<file path="config.mk">
export PLATFORM = sky130hd
export DESIGN_NAME = writeback_queue
export DESIGN_NICKNAME = d
export VERILOG_FILES = /design/src/rtl/wb_pkg.sv /design/src/rtl/wb_fifo.sv /design/src/rtl/writeback_queue.sv
export SDC_FILE = /design/constraint.sdc
export NUM_CORES = 1
export LEC_CHECK = 0
export ABC_AREA = 1
export CORE_MARGIN = 3
export CORE_UTILIZATION = 52
export CTS_BUF_LIST = sky130_fd_sc_hd__clkbuf_16
export DETAILED_ROUTE_END_ITERATION = 16
export GPL_TIMING_DRIVEN = 0
export PLACE_DENSITY = 0.92
export RECOVER_POWER = 50
export SYNTH_ARGS = -nofsm -noshare
export SYNTH_HDL_FRONTEND = slang
export SYNTH_HIERARCHICAL = 1
export SYNTH_SLANG_ARGS = --single-unit
</file>
<file path="constraint.sdc">
create_clock -name clock -period 7.69 [get_ports clock]
set_clock_uncertainty 0.05 [all_clocks]
set_input_delay 0.769 -clock clock [delete_from_list [all_inputs] [get_ports clock]]
set_output_delay 0.769 -clock clock [all_outputs]
set_load 0.03 [all_outputs]
</file>
<file path="src/rtl/wb_pkg.sv">
// Shared constants and entry layout for the register-file writeback queue.
// Holds the default data/address widths, the default queue depth and the
// wb_entry_t {addr, data} record used for one pending register write.
package wb_pkg;

  localparam int WB_DATA_WIDTH = 64;
  localparam int WB_ADDR_WIDTH = 5;
  localparam int WB_DEPTH      = 4;

  // One pending register write at the default widths.
  typedef struct packed {
    logic [WB_ADDR_WIDTH-1:0] addr;
    logic [WB_DATA_WIDTH-1:0] data;
  } wb_entry_t;

endpackage

</file>
<file path="src/rtl/wb_fifo.sv">
// Purpose: circular {addr, data} store with two ordered push ports and one pop port.
// Latency: a pushed entry is visible at head / on the entry taps the cycle after the push edge.
// Backpressure: none internally; the caller must not push beyond DEPTH or pop when empty.
//
// Ports: clock, reset_n (async active-low); push_a_* is written before
// push_b_* on the same edge (push_a is the older entry); pop retires the head.
// head_addr/head_data show the oldest entry, count the occupancy, rd_ptr and
// the flat entry_addr/entry_data buses expose raw storage for bypass matching.
// DEPTH must be a power of two (pointers wrap by natural overflow) and >= 2.
module wb_fifo
  import wb_pkg::*;
#(
  parameter int ADDR_WIDTH = WB_ADDR_WIDTH,
  parameter int DATA_WIDTH = WB_DATA_WIDTH,
  parameter int DEPTH      = WB_DEPTH,
  localparam int PW        = $clog2(DEPTH),
  localparam int CW        = PW + 1
) (
  input  logic                          clock,
  input  logic                          reset_n,
  input  logic                          push_a,
  input  logic [ADDR_WIDTH-1:0]         push_a_addr,
  input  logic [DATA_WIDTH-1:0]         push_a_data,
  input  logic                          push_b,
  input  logic [ADDR_WIDTH-1:0]         push_b_addr,
  input  logic [DATA_WIDTH-1:0]         push_b_data,
  input  logic                          pop,
  output logic [ADDR_WIDTH-1:0]         head_addr,
  output logic [DATA_WIDTH-1:0]         head_data,
  output logic [CW-1:0]                 count,
  output logic [PW-1:0]                 rd_ptr,
  output logic [DEPTH*ADDR_WIDTH-1:0]   entry_addr,
  output logic [DEPTH*DATA_WIDTH-1:0]   entry_data
);

  logic [ADDR_WIDTH-1:0] mem_addr [DEPTH];
  logic [DATA_WIDTH-1:0] mem_data [DEPTH];
  logic [PW-1:0]         wr_ptr;

  always_ff @(posedge clock or negedge reset_n) begin
    if (!reset_n) begin
      wr_ptr <= '0;
      rd_ptr <= '0;
      count  <= '0;
    end else begin
      wr_ptr <= wr_ptr + PW'(push_a) + PW'(push_b);
      rd_ptr <= rd_ptr + PW'(pop);
      count  <= count + CW'(push_a) + CW'(push_b) - CW'(pop);
    end
  end

  // Storage is not reset: occupancy (count/rd_ptr) decides what is live.
  // A lone push_b lands at wr_ptr; behind push_a it takes the next slot.
  always_ff @(posedge clock) begin
    if (push_a) begin
      mem_addr[wr_ptr] <= push_a_addr;
      mem_data[wr_ptr] <= push_a_data;
    end
    if (push_b) begin
      mem_addr[wr_ptr + PW'(push_a)] <= push_b_addr;
      mem_data[wr_ptr + PW'(push_a)] <= push_b_data;
    end
  end

  assign head_addr = mem_addr[rd_ptr];
  assign head_data = mem_data[rd_ptr];

  for (genvar i = 0; i < DEPTH; i++) begin : g_taps
    assign entry_addr[i*ADDR_WIDTH +: ADDR_WIDTH] = mem_addr[i];
    assign entry_data[i*DATA_WIDTH +: DATA_WIDTH] = mem_data[i];
  end

endmodule

</file>
<file path="src/rtl/writeback_queue.sv">
// Purpose: merges ALU and load results into an in-order register-bank write stream.
// Latency: an accepted result drives write 1 cycle after its accepting edge; the bank pops every cycle.
// Backpressure: valid/ready per source; ALU has priority for the last free slot, readies low when full.
//
// Ports: clock, reset_n (async active-low); alu_* and load_* valid/ready
// producers; write/write_address/write_data to the register bank;
// lookup_address_n -> lookup_hit_n/lookup_data_n bypass probes;
// pending_count is the queue occupancy.
// Build option: define WB_BYPASS_EN to enable the bypass probes; otherwise
// the probe outputs are tied to 0.
module writeback_queue
  import wb_pkg::*;
#(
  parameter int DATA_WIDTH = WB_DATA_WIDTH,
  parameter int ADDR_WIDTH = WB_ADDR_WIDTH,
  parameter int DEPTH      = WB_DEPTH
) (
  input  logic                    clock,
  input  logic                    reset_n,
  input  logic                    alu_valid,
  output logic                    alu_ready,
  input  logic [ADDR_WIDTH-1:0]   alu_addr,
  input  logic [DATA_WIDTH-1:0]   alu_data,
  input  logic                    load_valid,
  output logic                    load_ready,
  input  logic [ADDR_WIDTH-1:0]   load_addr,
  input  logic [DATA_WIDTH-1:0]   load_data,
  output logic                    write,
  output logic [ADDR_WIDTH-1:0]   write_address,
  output logic [DATA_WIDTH-1:0]   write_data,
  input  logic [ADDR_WIDTH-1:0]   lookup_address_1,
  input  logic [ADDR_WIDTH-1:0]   lookup_address_2,
  output logic                    lookup_hit_1,
  output logic                    lookup_hit_2,
  output logic [DATA_WIDTH-1:0]   lookup_data_1,
  output logic [DATA_WIDTH-1:0]   lookup_data_2,
  output logic [$clog2(DEPTH):0]  pending_count
);

  localparam int PW = $clog2(DEPTH);
  localparam int CW = PW + 1;

  logic                        ready_en;
  logic                        alu_take;
  logic                        load_take;
  logic [ADDR_WIDTH-1:0]       head_addr;
  logic [DATA_WIDTH-1:0]       head_data;
  logic [PW-1:0]               rd_ptr;
  logic [DEPTH*ADDR_WIDTH-1:0] entry_addr;
  logic [DEPTH*DATA_WIDTH-1:0] entry_data;

  // Holds both readies low while in reset and releases them on the first
  // clock edge after reset_n deasserts.
  always_ff @(posedge clock or negedge reset_n) begin
    if (!reset_n) ready_en <= 1'b0;
    else          ready_en <= 1'b1;
  end

  // Readies look only at the registered count: a same-cycle pop frees nothing.
  // The load sees one slot fewer whenever the ALU is taking one this edge.
  assign alu_ready  = ready_en && (pending_count < CW'(DEPTH));
  assign alu_take   = alu_valid && alu_ready;
  assign load_ready = ready_en && (alu_take ? (pending_count < CW'(DEPTH - 1))
                                            : (pending_count < CW'(DEPTH)));
  assign load_take  = load_valid && load_ready;

  assign write         = (pending_count != '0);
  assign write_address = write ? head_addr : '0;
  assign write_data    = write ? head_data : '0;

  wb_fifo #(
    .ADDR_WIDTH (ADDR_WIDTH),
    .DATA_WIDTH (DATA_WIDTH),
    .DEPTH      (DEPTH)
  ) u_fifo (
    .clock       (clock),
    .reset_n     (reset_n),
    .push_a      (alu_take),
    .push_a_addr (alu_addr),
    .push_a_data (alu_data),
    .push_b      (load_take),
    .push_b_addr (load_addr),
    .push_b_data (load_data),
    .pop         (write),
    .head_addr   (head_addr),
    .head_data   (head_data),
    .count       (pending_count),
    .rd_ptr      (rd_ptr),
    .entry_addr  (entry_addr),
    .entry_data  (entry_data)
  );

`ifdef WB_BYPASS_EN
  logic [PW-1:0] slot;

  // Walk live entries oldest to youngest so the last match (youngest) wins.
  // Only stored entries are searched; this cycle's incoming payloads are not.
  always_comb begin
    lookup_hit_1  = 1'b0;
    lookup_hit_2  = 1'b0;
    lookup_data_1 = '0;
    lookup_data_2 = '0;
    slot          = '0;
    for (int k = 0; k < DEPTH; k++) begin
      slot = rd_ptr + PW'(k);
      if (CW'(k) < pending_count) begin
        if (entry_addr[slot*ADDR_WIDTH +: ADDR_WIDTH] == lookup_address_1) begin
          lookup_hit_1  = 1'b1;
          lookup_data_1 = entry_data[slot*DATA_WIDTH +: DATA_WIDTH];
        end
        if (entry_addr[slot*ADDR_WIDTH +: ADDR_WIDTH] == lookup_address_2) begin
          lookup_hit_2  = 1'b1;
          lookup_data_2 = entry_data[slot*DATA_WIDTH +: DATA_WIDTH];
        end
      end
    end
  end
`else
  assign lookup_hit_1  = 1'b0;
  assign lookup_hit_2  = 1'b0;
  assign lookup_data_1 = '0;
  assign lookup_data_2 = '0;

  logic unused_bypass;
  assign unused_bypass = ^{lookup_address_1, lookup_address_2, rd_ptr,
                           entry_addr, entry_data};
`endif

endmodule

</file>
==> impl_results.rst, run 1 <==
.. list-table::
   :header-rows: 1

   * - Metric
     - Value
   * - Switching share of total power
     - between 40% and 50%
   * - Largest delay share family, worst path
     - buffers and inverters
   * - Routed vias/inst
     - approximately 5.7
   * - WL per Instance
     - ~19 um
   * - Post-Place Setup Slack
     - about 3.6 ns
   * - Drt first pass iters
     - 8
   * - Final routed wirelength across all metal layers
     - 53.9 mm
   * - Floorplan die area
     - 34700 sq um
   * - Reg clk slew, reported paths
     - around 0.060 ns
   * - Leak
     - between 0.009 and 0.01 uW
   * - Starting Density
     - 53.1%
   * - Routability cong.
     - ~0.91
   * - Area growth, synth to finish
     - 25.2%
   * - Number of enable flip-flop cells after synthesis
     - 276
   * - Die width
     - approximately 190 um
   * - Most frequent cell on the critical path
     - clkbuf_1
   * - Max-slew headroom
     - -102%
   * - Maximum fanout along the worst path
     - 17
   * - Most common cell in the synthesized netlist
     - nand2_1
   * - Post-route cell area
     - 21100 sq um
   * - Portion of total power attributed to combinational logic
     - 55.3%
   * - Final number of max-transition violations
     - 15
   * - Met2 capacity usage during global routing
     - roughly half
   * - Main synth FF type
     - edfxtp_1
   * - Max IR drop VDD
     - between 0.2 and 0.25 mV
   * - Tightest Hold Check Type
     - reg -> reg
   * - Critical path start-end classification
     - reg -> reg
   * - Max Root-Sink Buffers
     - 3
   * - Number of global-route vias before repair
     - roughly 16k
   * - Unrepaired setup endpoints after global routing
     - false
   * - CTS Buf Count
     - 29
   * - Biggest area consumer among synthesized cells
     - edfxtp_1
   * - Estimated wirelength of the detail-placed design
     - 37.3 mm
   * - Clock sink count
     - around 280
   * - DR iter-0 viols
     - 2600
   * - Ports placed on the boundary
     - 357
   * - Syn Area/Cell
     - between 8 and 9 sq um
   * - Cell types occupying the most area after synthesis
     - edfxtp_1 (49%), nand2_1 (17%), nand3_1 (8.4%), buf_4 (7.2%), o211ai_1 (6.1%)
   * - Setup-failing EPs final
     - 0
   * - Element type at the critical path start
     - flop
   * - Netlist area before placement
     - 16900 sq um
   * - Required time at the worst-slack endpoint
     - 7.76 ns
   * - Worst path bufs/invs
     - 4
   * - Share of final-layout standard cells stronger than drive strength 1
     - a little under an eighth
   * - CTS tree
     - built
   * - Reg power frac
     - 27.1%
   * - Gr usage total
     - about 30%
   * - Clock share of power
     - between 10% and 20%
   * - Cells along the critical path
     - inv_1 -> and3_1 -> ha_1 -> nand2_1 -> clkinv_1 -> nand3_1 -> clkbuf_1 -> o21ai_0 -> clkbuf_1
   * - Worst Max-Slew Pin Slew
     - between 3 and 4 ns
   * - Violated checks
     - max-capacitance violations, max-slew violations
   * - Instance area at placement
     - 20300 sq um
   * - CTS H-tree depth
     - 1
   * - GRT busiest layer
     - met2
   * - Achievable Freq
     - approximately 190 MHz
   * - Number of standard-cell rows in the floorplan
     - between 60 and 70
   * - Antenna-violating nets left
     - 0
   * - Synthesized instance count
     - about 2k
   * - Library cells used by synthesis
     - 27
   * - Height of the chip
     - 186 um
   * - Number of antenna violations at the first check in global routing
     - 3
   * - Part of the Yosys area used for sequential elements
     - 50.3%
   * - Worst setup EP type
     - flop
   * - Met3 Use GR
     - approximately 5.1%
   * - CTS root buf
     - clkbuf_16
   * - Synth top cells by count
     - nand2_1 (777), nand3_1 (282), edfxtp_1 (276)
   * - Total DRC errors in the routed layout
     - 0
   * - Setup ws final
     - roughly 2.5 ns
   * - Setup total negative slack
     - 0 ns
   * - Switching power
     - about 3500 uW
   * - CORE AREA
     - roughly 32000 sq um
   * - Post-cts hold buffer count
     - 0
   * - Number of max-cap violations
     - 1
   * - Syn. warnings
     - 6
   * - NumNets Final
     - ~2.5k
   * - Total number of vias
     - 16.2k
   * - Clock latency at the later pin of the worst-skew pair
     - between 0.5 and 0.6 ns
   * - Period minus WS final
     - about 5.2 ns
   * - Count of state elements after synthesis
     - between 200 and 300
   * - Internal power consumption
     - 4260 uW
   * - Critical Path Max Stage Delay
     - around 1.1 ns
   * - Cell at the slowest stage of the critical path
     - o21ai_0
   * - Buffers on Ports
     - ~220
   * - Data arrival time of the critical path
     - ~5.3 ns
   * - Global routing met1 resource utilization
     - a little under two fifths
   * - Total overflow reported by the global router
     - 0
   * - Share of the clock period used by the worst path
     - 67.9%
   * - Status
     - complete, but fails checks
   * - Maximum number of pins on one net before global-route repair
     - 45
   * - Final hold viol count
     - 0
   * - Area fraction of the dominant cell type after synthesis
     - between 40 and 50%
   * - PwrDens
     - 368 nW/um^2
   * - # Post-CTS Setup Buffers
     - 0
   * - Post-synthesis async set-or-reset flop share
     - 2.82%
   * - First-pass GRT wire length
     - between 80 and 90 mm
   * - Post-cts gate resize count
     - 0
==> per-layer routing <==
metal | vias up | wire length, um
li1 | 7163 | -
met1 | 7272 | 17800
met2 | 1495 | 25700
met3 | 295 | 7420
met4 | 0 | 3040
met5 | - | 0
==> cells by family (layout without fill, tap and decap cells) <==
group / Yosys count / after routing / synth area share (%)
other: 2 / 134 / 0.0445
buffers and inverters: 430 / 706 / 13.8
AOI/OAI and AO/OA: 209 / 209 / 9.27
xor gates and xnor gates: 3 / 3 / 0.156
adders and majority gates: 6 / 6 / 0.534
DFF: 284 / 284 / 50.3
and+or+nand+nor: 1065 / 1065 / 25.9
==> area by class of cell <==
type	instances	area, sq um
diodes	3	7.51
plain buffers	278	1740
clock buffers	29	726
clock inverters	24	176
fillers	2407	10700
inverters	152	571
multi-input cells	1414	6560
flip-flops and latches	284	8490
well taps	435	544
repair buffers	223	2320
==> sequential cells by signal, summed over array words and instances, names as in the netlist <==
| signal | flops |
|---|---|
| u_fifo/mem_data | 256 |
| u_fifo/mem_addr | 20 |
| u_fifo/count | 3 |
| u_fifo/rd_ptr | 2 |
| u_fifo/wr_ptr | 2 |
| ready_en | 1 |
==> power by group through the flow <==
stage               Sequential [uW]  Combinational (uW)  Clock [uW]
floorplan                      2170                2580           0
global placement               2190                4050           0
detailed placement             2140                4210           0
CTS                            2110                4240        1370
global route                   2130                4540        1420
finish                         2110                4310        1360
==> path summary, 6_finish.rpt <==
kind	cells after the start	endpoint	startpoint	slack, ns
worst max register to register	9	u_fifo/mem_data[1][15]	u_fifo/count[2]	2.47
worst min-delay path	1	u_fifo/rd_ptr[0]	u_fifo/rd_ptr[0]	0.48
min in group asynchronous	1	u_fifo/wr_ptr[1]	reset_n	0.54
worst max-delay path	9	u_fifo/mem_data[1][15]	u_fifo/count[2]	2.47
max in group asynchronous	1	u_fifo/count[2]	reset_n	6.77
worst min register to register	1	u_fifo/rd_ptr[0]	u_fifo/rd_ptr[0]	0.48
==> stage by stage <==
step / util [%] / hold WS [ns] / instances / power, uW
finish: 66.4 / 0.479 / 2842 / 7780
floorplan: - / 0.423 / 2128 / 4760
detailed placement: 63.8 / 0.460 / 2786 / 6350
global route: 66.4 / 0.481 / 2841 / 8090
global placement: 63.1 / 0.436 / 2779 / 6240
CTS: 66.6 / 0.459 / 2839 / 7720
==> placed cells by master, fill, tap and decap left out, types with 2 or more instances in the layout <==
master,instances
buf_4,161
a21boi_0,49
xor2_1,2
ha_1,4
nand2_4,2
buf_12,2
bufinv_16,3
clkinv_2,6
clkinv_1,10
fa_1,2
edfxtp_1,276
inv_1,156
dfrtp_1,8
clkbuf_2,4
o211ai_1,138
buf_2,62
nand3_1,283
diode_2,3
nor2_1,3
buf_16,4
clkdlybuf4s50_1,205
clkbuf_1,50
conb_1,131
a21boi_1,20
dlygate4sd3_1,11
clkbuf_16,29
nand2_1,775
(Power assumes the default switching activity.)
==> inputs of run 2 (changes only) <==
- CORE_UTILIZATION: 52 -> 47
- PLACE_DENSITY: 0.92 -> 0.89
- clock period: 7.69 -> 4.4 ns (I/O delays scaled with it)
==> impl_results.rst, run 2 (synthesized netlist as in run 1, its figures left out) <==
.. list-table::
   :header-rows: 1

   * - Metric
     - Value
   * - CTS tree
     - built
   * - Floorplan die area
     - 38200 sq um (+10%)
   * - PwrDens
     - 647 nW/um^2 (+76%)
   * - PnR Total Power
     - 13800 uW (+77%)
   * - Setup-failing EPs final
     - 0 (unchanged)
   * - Final hold viol count
     - 0 (unchanged)
   * - Register with the most flip-flops
     - u_fifo/mem_data
   * - Die width
     - 195 um (+5.0%)
   * - Most common library cell in the layout ignoring fill and taps
     - nand2_1
   * - CTS root buf
     - clkbuf_16
   * - CTS H-tree depth
     - 1 (unchanged)
   * - Estimated wirelength of the detail-placed design
     - 37.6 mm (+0.87%)
   * - Final routed wirelength across all metal layers
     - 54.9 mm (+1.9%)
   * - WL per Instance
     - 19.2 um (+1.1%)
   * - Height of the chip
     - 195 um (+5.0%)
   * - Post-cts gate resize count
     - 0 (unchanged)
   * - Final number of max-transition violations
     - 0 (-15)
   * - Unrepaired setup endpoints after global routing
     - false
   * - Commonest cells after routing, fill and taps aside
     - nand2_1 (775), nand3_1 (282), edfxtp_1 (276)
   * - NumNets Final
     - 2543 (+0.12%)
   * - CORE AREA
     - 35000 sq um (+10%)
   * - Number of max-cap violations
     - 0 (-1)
   * - Ports placed on the boundary
     - 357 (unchanged)
   * - Number of antenna violations at the first check in global routing
     - 2 (-1)
   * - Data arrival time of the critical path
     - 4.28 ns (-1.01 ns)
   * - Required time at the worst-slack endpoint
     - 4.60 ns (-3.16 ns)
   * - Routability cong.
     - 0.877 (-3.6%)
   * - Critical path start-end classification
     - reg -> reg
   * - DR iter-0 viols
     - 2351 (-9.6%)
   * - Starting Density
     - 48.3% (-4.8 points)
   * - Antenna-violating nets left
     - 0 (unchanged)
   * - Max IR drop VDD
     - 0.570 mV (+140%)
   * - Tightest Hold Check Type
     - in -> async
   * - First-pass GRT wire length
     - 82.8 mm (+1.3%)
   * - R2R cell count
     - 8 (-1)
   * - Share of the clock period used by the worst path
     - 92.8% (+25 points)
   * - Total overflow reported by the global router
     - 0 (unchanged)
   * - Post-cts hold buffer count
     - 0 (unchanged)
   * - Maximum fanout along the worst path
     - 36 (+19)
   * - Largest registers ranked by flip-flop count
     - u_fifo/mem_data (256), u_fifo/mem_addr (20), u_fifo/count (3)
   * - Element type at the critical path start
     - flop
   * - Area growth, synth to finish
     - 26.0%
   * - Worst setup EP type
     - flop
   * - CTS Buf Count
     - 31 (+6.9%)
   * - # Post-CTS Setup Buffers
     - 0 (unchanged)
   * - Number of global-route vias before repair
     - 15.4k (-2.5%)
   * - Final hold slack
     - 0.223 ns (-0.256 ns)
   * - Share of final-layout standard cells stronger than drive strength 1
     - 12.0% (+0.53 points)
   * - Placed Cells incl. Taps
     - 2807 (+0.75%)
   * - Total number of vias
     - 15.8k (-2.5%)
   * - Status
     - finished, final reports clean
   * - Drt first pass iters
     - 8 (unchanged)
   * - Number of flip-flops in the largest register
     - 256 (unchanged)
   * - Buffers on Ports
     - 216 (unchanged)
   * - Post-Place Setup Slack
     - 0.423 ns (-3.16 ns)
   * - Reg clk slew, reported paths
     - 0.06 ns (about the same)
   * - Gr usage total
     - 27.3% (-2.6 points)
   * - Achievable Freq
     - 245 MHz (+28%)
   * - Maximum number of pins on one net before global-route repair
     - 37 (-18%)
   * - Final non-filler cell total
     - 2863 (+0.74%)
   * - Clock sink count
     - 284 (unchanged)
   * - Setup ws final
     - 0.317 ns (-2.15 ns)
   * - Period minus WS final
     - 4.08 ns (-1.14 ns)
   * - End-of-flow core utilization
     - 60.8% (-5.6 points)
   * - Max-slew headroom
     - 25.9% (+130 points)
   * - Total DRC errors in the routed layout
     - 0 (unchanged)
   * - Clock latency at the later pin of the worst-skew pair
     - 0.58 ns (+0.04 ns)
   * - Number of standard-cell rows in the floorplan
     - 68 (+4.6%)
   * - Worst Max-Slew Pin Slew
     - 1.11 ns (-1.89 ns)
   * - Routed vias/inst
     - 5.53 (-3.2%)
   * - Max Root-Sink Buffers
     - 3 (unchanged)
   * - Leak
     - 0.00982 uW (+0.62%)
[run 2: cell count changes in the layout (fill, tap and decap cells not counted), moves of 2 or more]
cell | previous run | this run
buf_2 | 62 | 64
buf_12 | 2 | 4
clkbuf_16 | 29 | 31
clkbuf_1 | 50 | 47
diode_2 | 3 | 1
clkinv_1 | 10 | 7
clkdlybuf4s50_1 | 205 | 189
dlygate4sd3_1 | 11 | 27
[run 2: power breakdown]
group          total, uW  switching, uW  internal (uW)
combinational       7550           5040           2500
clock               2530           1080           1450
sequential          3680            134           3550
total              13800           6260           7500
[run 2: area by class of cell]
cell class / count / area (sq um)
fill: 2874 / 13700
buffer: 278 / 1740
inverter: 152 / 571
multi-input combinational: 1414 / 6570
timing repair buffer: 224 / 2350
clock inverter: 24 / 194
antenna: 1 / 2.50
tap: 455 / 569
clock buffer: 31 / 776
sequential: 284 / 8490
[run 2: metal layers]
layer | part of all wire (%) | vias up | track usage [%]
met5 | 0.015 | - | 0
met4 | 4.4 | 2 | 12.1
met3 | 14 | 230 | 6.19
met2 | 47 | 1378 | 45.4
met1 | 34 | 7048 | 34.2
li1 | - | 7166 | -
[run 2: path summary, 6_finish.rpt]
check	startpoint	end	slack [ns]
worst max-delay path	u_fifo/count[2]	u_fifo/mem_data[2][15]	0.32
worst min-delay path	reset_n	u_fifo/wr_ptr[1]	0.22
worst max register to register	u_fifo/count[2]	u_fifo/mem_data[2][15]	0.32
worst min register to register	u_fifo/rd_ptr[0]	u_fifo/rd_ptr[0]	0.47
max in group asynchronous	reset_n	ready_en	3.73
min in group clock	u_fifo/rd_ptr[0]	u_fifo/rd_ptr[0]	0.47
[run 2: worst max-delay path: stages, from the launching register on]
cell and delay [ns]:
dfrtp_1 0.48, inv_1 0.57, and3_1 0.41, ha_1 0.32, nor2_2 0.23, nand3_2 0.32
clkbuf_1 0.41, nand2_4 0.60, buf_12 0.33
[run 2: metrics by stage]
stage | setup TNS, ns | area [sq um]
3_5_place_dp | 0 | 20300
3_3_place_gp | -600.40 | 20100
6_report | 0 | 21300
5_1_grt | 0 | 21300
2_1_floorplan | -42.74 | 17400
4_1_cts | 0 | 21300
